[config.mk]
export PLATFORM = sky130hd
export DESIGN_NAME = instr_packer_flat
export DESIGN_NICKNAME = d
export VERILOG_FILES = /design/src/rtl/riscv_pkg.sv /design/src/rtl/instr_packer_if.sv /design/src/rtl/instr_packer_imm_pack.sv /design/src/rtl/instr_packer.sv /design/src/flat_wrapper.sv
export SDC_FILE = /design/constraint.sdc
export NUM_CORES = 1
export LEC_CHECK = 0
export ABC_AREA = 1
export BUFFER_PORTS_ARGS = -buffer_cell sky130_fd_sc_hd__buf_2
export CAP_MARGIN = 20
export CORE_ASPECT_RATIO = 1.2
export CORE_MARGIN = 2
export CORE_UTILIZATION = 45
export DETAILED_ROUTE_END_ITERATION = 8
export GPL_ROUTABILITY_DRIVEN = 1
export PLACE_DENSITY = 0.74
export SYNTH_ARGS = -nofsm -noshare
export SYNTH_HDL_FRONTEND = slang
export SYNTH_SLANG_ARGS = --single-unit
[constraint.sdc]
create_clock -name clk -period 4.53 [get_ports clk]
set_input_delay 0.2265 -clock clk [delete_from_list [all_inputs] [get_ports clk]]
set_output_delay 0.2265 -clock clk [all_outputs]
set_load 0.05 [all_outputs]
[src/rtl/riscv_pkg.sv]
// Shared RV32 immediate definitions: format encoding, signed range limits and the
// pipeline beat carried by the instruction packer.
package riscv_pkg;

   typedef enum logic [2:0] {
      IMM_I = 3'b000,
      IMM_S = 3'b001,
      IMM_B = 3'b010,
      IMM_J = 3'b011,
      IMM_U = 3'b100
   } imm_fmt_t;

   localparam int IMM_IS_MIN = -2048;
   localparam int IMM_IS_MAX = 2047;
   localparam int IMM_B_MIN  = -4096;
   localparam int IMM_B_MAX  = 4094;
   localparam int IMM_J_MIN  = -1048576;
   localparam int IMM_J_MAX  = 1048574;

   typedef struct packed {
      logic [31:0] word;
      logic        err;
   } beat_t;

   function automatic logic in_range(input logic [31:0] v, input int lo, input int hi);
      return ($signed(v) >= lo) && ($signed(v) <= hi);
   endfunction

endpackage

[src/rtl/instr_packer_if.sv]
// Handshake bundle between the instruction generator (master) and the packer (slave).
interface instr_packer_if;
   import riscv_pkg::*;

   logic        in_valid;
   logic        in_ready;
   logic [2:0]  immsrc;
   logic [31:0] imm;
   logic [31:0] base;
   logic        out_valid;
   logic        out_ready;
   logic [31:0] instr;
   logic        err;
   logic        err_clr;
   logic [15:0] err_count;

   modport master (
      output in_valid, immsrc, imm, base, out_ready, err_clr,
      input  in_ready, out_valid, instr, err, err_count
   );

   modport slave (
      input  in_valid, immsrc, imm, base, out_ready, err_clr,
      output in_ready, out_valid, instr, err, err_count
   );

endinterface

[src/rtl/instr_packer_imm_pack.sv]
// Combinational immediate scatter and range check; zero latency, no backpressure.
// Unencodable immediates return the base word untouched with err set.
module imm_pack
   import riscv_pkg::*;
(
   input  logic [2:0]  immsrc,
   input  logic [31:0] imm,
   input  logic [31:0] base,
   output logic [31:0] word,
   output logic        err
);

   logic [31:0] scat;

   always_comb begin
      scat = base;
      err  = 1'b0;
      case (immsrc)
         IMM_I: begin
            scat[31:20] = imm[11:0];
            err         = !in_range(imm, IMM_IS_MIN, IMM_IS_MAX);
         end
         IMM_S: begin
            scat[31:25] = imm[11:5];
            scat[11:7]  = imm[4:0];
            err         = !in_range(imm, IMM_IS_MIN, IMM_IS_MAX);
         end
         IMM_B: begin
            scat[31]    = imm[12];
            scat[30:25] = imm[10:5];
            scat[11:8]  = imm[4:1];
            scat[7]     = imm[11];
            err         = !in_range(imm, IMM_B_MIN, IMM_B_MAX) || imm[0];
         end
         IMM_J: begin
            scat[31]    = imm[20];
            scat[30:21] = imm[10:1];
            scat[20]    = imm[11];
            scat[19:12] = imm[19:12];
            err         = !in_range(imm, IMM_J_MIN, IMM_J_MAX) || imm[0];
         end
         IMM_U: begin
            scat[31:12] = imm[31:12];
            err         = (imm[11:0] != 12'h000);
         end
         default: err = 1'b1;
      endcase
      word = err ? base : scat;
   end

endmodule

[src/rtl/instr_packer.sv]
// Immediate encoder: two-stage valid/ready pipe around imm_pack plus a saturating error counter.
// Latency 2 registers; each stage loads when empty or drained, so the pipe holds 2 beats under stall.
module instr_packer
   import riscv_pkg::*;
(
   input  logic          clk,
   input  logic          reset,
   instr_packer_if.slave bus
);

   logic [31:0] pk_word;
   logic        pk_err;
   beat_t       pk_dat;
   beat_t       s1_dat;
   beat_t       s2_dat;
   logic        s1_vld;
   logic        s2_vld;
   logic        s1_load;
   logic        s2_load;
   logic [15:0] cnt;

   imm_pack u_pack (
      .immsrc (bus.immsrc),
      .imm    (bus.imm),
      .base   (bus.base),
      .word   (pk_word),
      .err    (pk_err)
   );

   assign pk_dat = '{word: pk_word, err: pk_err};

   // Stage 1 may refill in the same cycle it hands its beat to stage 2.
   assign s2_load      = !s2_vld || bus.out_ready;
   assign s1_load      = !s1_vld || s2_load;
   assign bus.in_ready = s1_load;

   always_ff @(posedge clk or posedge reset) begin
      if (reset) begin
         s1_vld <= 1'b0;
         s1_dat <= '0;
      end else if (s1_load) begin
         s1_vld <= bus.in_valid;
         if (bus.in_valid) s1_dat <= pk_dat;
      end
   end

   always_ff @(posedge clk or posedge reset) begin
      if (reset) begin
         s2_vld <= 1'b0;
         s2_dat <= '0;
      end else if (s2_load) begin
         s2_vld <= s1_vld;
         if (s1_vld) s2_dat <= s1_dat;
      end
   end

   always_ff @(posedge clk or posedge reset) begin
      if (reset) begin
         cnt <= 16'h0000;
      end else if (bus.err_clr) begin
         cnt <= 16'h0000;
      end else if (s2_vld && bus.out_ready && s2_dat.err && (cnt != 16'hFFFF)) begin
         cnt <= cnt + 16'h0001;
      end
   end

   assign bus.out_valid = s2_vld;
   assign bus.instr     = s2_dat.word;
   assign bus.err       = s2_dat.err;
   assign bus.err_count = cnt;

endmodule

[src/flat_wrapper.sv]
// flat-port wrapper written by rule: the top's interface ports become plain ports
module instr_packer_flat import riscv_pkg::*;
  (clk, reset, bus_in_valid, bus_immsrc, bus_imm, bus_base, bus_out_ready, bus_err_clr, bus_in_ready, bus_out_valid, bus_instr, bus_err, bus_err_count);
  instr_packer_if bus_i ();
  input  logic clk;
  input  logic reset;
  input wire logic [$bits(bus_i.in_valid)-1:0] bus_in_valid;
  input wire logic [$bits(bus_i.immsrc)-1:0] bus_immsrc;
  input wire logic [$bits(bus_i.imm)-1:0] bus_imm;
  input wire logic [$bits(bus_i.base)-1:0] bus_base;
  input wire logic [$bits(bus_i.out_ready)-1:0] bus_out_ready;
  input wire logic [$bits(bus_i.err_clr)-1:0] bus_err_clr;
  output wire logic [$bits(bus_i.in_ready)-1:0] bus_in_ready;
  output wire logic [$bits(bus_i.out_valid)-1:0] bus_out_valid;
  output wire logic [$bits(bus_i.instr)-1:0] bus_instr;
  output wire logic [$bits(bus_i.err)-1:0] bus_err;
  output wire logic [$bits(bus_i.err_count)-1:0] bus_err_count;
  assign bus_i.in_valid = bus_in_valid;
  assign bus_i.immsrc = bus_immsrc;
  assign bus_i.imm = bus_imm;
  assign bus_i.base = bus_base;
  assign bus_i.out_ready = bus_out_ready;
  assign bus_i.err_clr = bus_err_clr;
  assign bus_in_ready = bus_i.in_ready;
  assign bus_out_valid = bus_i.out_valid;
  assign bus_instr = bus_i.instr;
  assign bus_err = bus_i.err;
  assign bus_err_count = bus_i.err_count;
  instr_packer u_core (.clk(clk), .reset(reset), .bus(bus_i));
endmodule
==> results.yml <==
run_status:
  status: "finished clean"
grt:
  grtUsageTotal_pct: 21.7
  grt_util_met1_pct: 29.5
  first_global_vias: 3854
  grt_most_used_layer: "met2"
  grt_pass1_wl_mm: 18.3
  antenna_found_initial: 0
  grt_max_degree: 59
  grtUsageMet2_pct: 34.3
  overflow: 0
  grtUsageMet3_pct: 5.02
power_and_ir_drop:
  ir_drop_uv: 267
  fin_total_pwr_mw: 2.73
  pwr_density_cell_mw_per_mm2: 492
  p_leak_nw: 2.91
placed_design:
  place.gp.congestion: 0.884
  port_buffers: 122
  hpwl_mm: 8.28
  placed_cell_area_sq_mm: 0.00518
  dp_cells: 775
  dp_slack_ns: 2.20
clocking:
  path_clk_slew_ns: 0.06
  cts_max_path_buffers: 2
  cts-htree-levels: 3
  cts_tree: "yes"
  numCtsBuffers: 9
  ctsResizeCount: 0
  cts_root_buffer: "clkbuf_16"
  insertion_delay_ns: 0.34
  cts_sinks: 84
sta:
  finalMaxSlewViolations: 0
  max_slew_margin_pct: 37.2
  hold_viol: 0
  tns_ns: 0
  max_freq_mhz: 440
  fin_skew_ns: 0.00437
  setup_viol: 0
  fin_crit_sh_pct: 50.2
  tightest_slew_ns: 0.936
  fin_ws_ns: 2.26
  rsz0062_at_grt: "false"
  period_needed_ns: 2.27
synthesis:
  yosysTopAreaCell: "dfrtp_1"
  synth_edf_count: 0
  async_reset_ff_share_pct: 100
  syn_avg_cell_area_sq_um: 8.23
  syn_inst: 546
  synthDistinctLibCells: 37
  synthTopCellsByArea: "dfrtp_1 47%, nand2_1 16%, mux2_2 10%"
  syn_area_sq_mm: 0.00449
  syn_nets: 619
  synth-seq-cells: 84
  yosysSeqAreaShare_pct: 46.8
  ys_warn_count: 0
  netlist.area_leader.share_pct: 46.8
  ys.flop_type: "dfrtp_1"
layout:
  diodes: 0
  fill_cells: 857
  stdcell_area_sq_mm: 0.00555
  area_growth_pct: 23.6
  seq_area_sq_mm: 0.00210
  layout_common_cells: "186 x nand2_1, 122 x buf_2, 84 x dfrtp_1"
  drive_gt1_share_pct: 30.8
  nNetsFinal: 738
  multi_input_area_sq_mm: 0.00210
  layout_commonest_cell: "nand2_1"
  fin_cells: 792
worst_setup_path:
  crit_start: "u_core.bus.out_valid"
  slowest_delay_ns: 0.82
  path_class: "reg -> reg"
  critPathCaptureType: "flop"
  cp_slowest_cell: "clkinv_1"
  worstReg2RegStart: "u_core.bus.out_valid"
  cp.required_ns: 4.75
  path_cells: "nand3_1 > nand2_1 > buf_4 > clkinv_1 > nand3_1 > nand2_1"
  critPathArrivalTime_ns: 2.49
  worst_setup_path_start_kind: "flop"
  crit_fanout: 34
floorplanning:
  die_y_um: 113
  dieWidth_um: 95.2
  pin_count: 123
  rows: 39
  die_area_sq_mm: 0.0108
  start_util_pct: 46.7
  core_sq_mm: 0.00961
hold_path:
  hp-start: "bus_base[4]"
  worstHoldPathType: "in -> reg"
route:
  antenna_left: 0
  vias: 4100
  vias_per_cell: 5.18
  dr.pass1.iters: 4
  drcViolationCount: 0
  wl_per_cell_um: 14.1
  drt-initial-drc-count: 173
  routed_wl_mm: 11.2
job:
  cap_violations: 0
## worst max-delay path: cells and delay by family (launching register included)
kind	cells	cell delay [ns]
buf+inv	2	1.14
simple gates	4	0.63
flops	1	0.37
## registers in the layout, indices dropped and copies added (netlist names)
register,count
u_core.bus.err,1
u_core.bus.err_count,16
u_core.bus.instr,32
u_core.bus.out_valid,1
u_core.s1_dat,33
u_core.s1_vld,1
## logic make-up after synthesis
kind of cell | count (synthesis) | synth area share [%]
adders and majority gates | 1 | 0.279
buffers and inverters | 69 | 6.49
and+or+nand+nor | 303 | 29.4
xor gates and xnor gates | 1 | 0.195
AOI/OAI and AO/OA | 48 | 6.80
DFF | 84 | 46.8
muxes | 40 | 10.0
## layout make-up
cell class,instances,area share (%)
Sequential cell,84,37.8
Multi-Input combinational cell,393,37.8
Timing Repair Buffer,127,12.1
Clock buffer,11,4.37
Inverter,50,3.40
Tap cell,123,2.77
Clock inverter,4,1.76
## through the flow
step | util [%] | hold WS (ns)
2_1_floorplan | - | 0.336
3_3_place_gp | 53.8 | 0.431
3_5_place_dp | 53.8 | 0.433
4_1_cts | 57.4 | 0.0806
5_1_grt | 57.8 | 0.0968
6_report | 57.8 | 0.0871
## Yosys cell counts (2+ instances only)
master / instances
nand2_1: 186
dfrtp_1: 84
nand3_1: 48
inv_1: 42
mux2_2: 40
nor2_1: 32
a21oi_1: 14
o21ai_0: 13
nor3_1: 9
buf_2: 8
clkbuf_1: 7
nand3b_1: 6
nand4_1: 6
inv_2: 5
o22ai_1: 5
a31o_2: 4
nor2_2: 4
nor3_2: 4
clkinv_1: 3
a21boi_0: 2
a32oi_1: 2
buf_4: 2
buf_6: 2
nand2_2: 2
nand2_4: 2
o211ai_1: 2
o21ai_1: 2
## per-layer routing
| metal | up-vias | wire (um) |
|---|---|---|
| met2 | 146 | 5310 |
| li1 | 2022 | - |
| met3 | 16 | 698 |
| met4 | 0 | 196 |
| met5 | - | 0 |
| met1 | 1916 | 4960 |
## final timing paths
path / end / slack [ns] / depth (start not counted)
worst max-delay path: u_core.s1_dat[31] / 2.26 / 6
worst min register to register: u_core.s1_dat[25] / 0.48 / 2
worst max register to register: u_core.s1_dat[31] / 2.26 / 6
max in group asynchronous: u_core.bus.instr[12] / 3.30 / 5
min in group asynchronous: u_core.bus.err_count[12] / 0.35 / 3
worst min-delay path: u_core.s1_dat[5] / 0.09 / 3
## power by group
part | switching [mW] | total (mW) | leakage (nW) | internal (mW)
logic | 0.649 | 0.908 | 1.69 | 0.259
clock network | 0.278 | 0.829 | 0.162 | 0.550
registers | 0.0824 | 0.995 | 1.06 | 0.912
total | 1.01 | 2.73 | 2.91 | 1.72
## timing repair
| action | in CTS | in global routing |
|---|---|---|
| hold buffers | 0 | 1 |
| buffers inserted | 0 | 0 |
| hold endpoints to repair | 0 | 9 |
(Power assumes the default switching activity.)
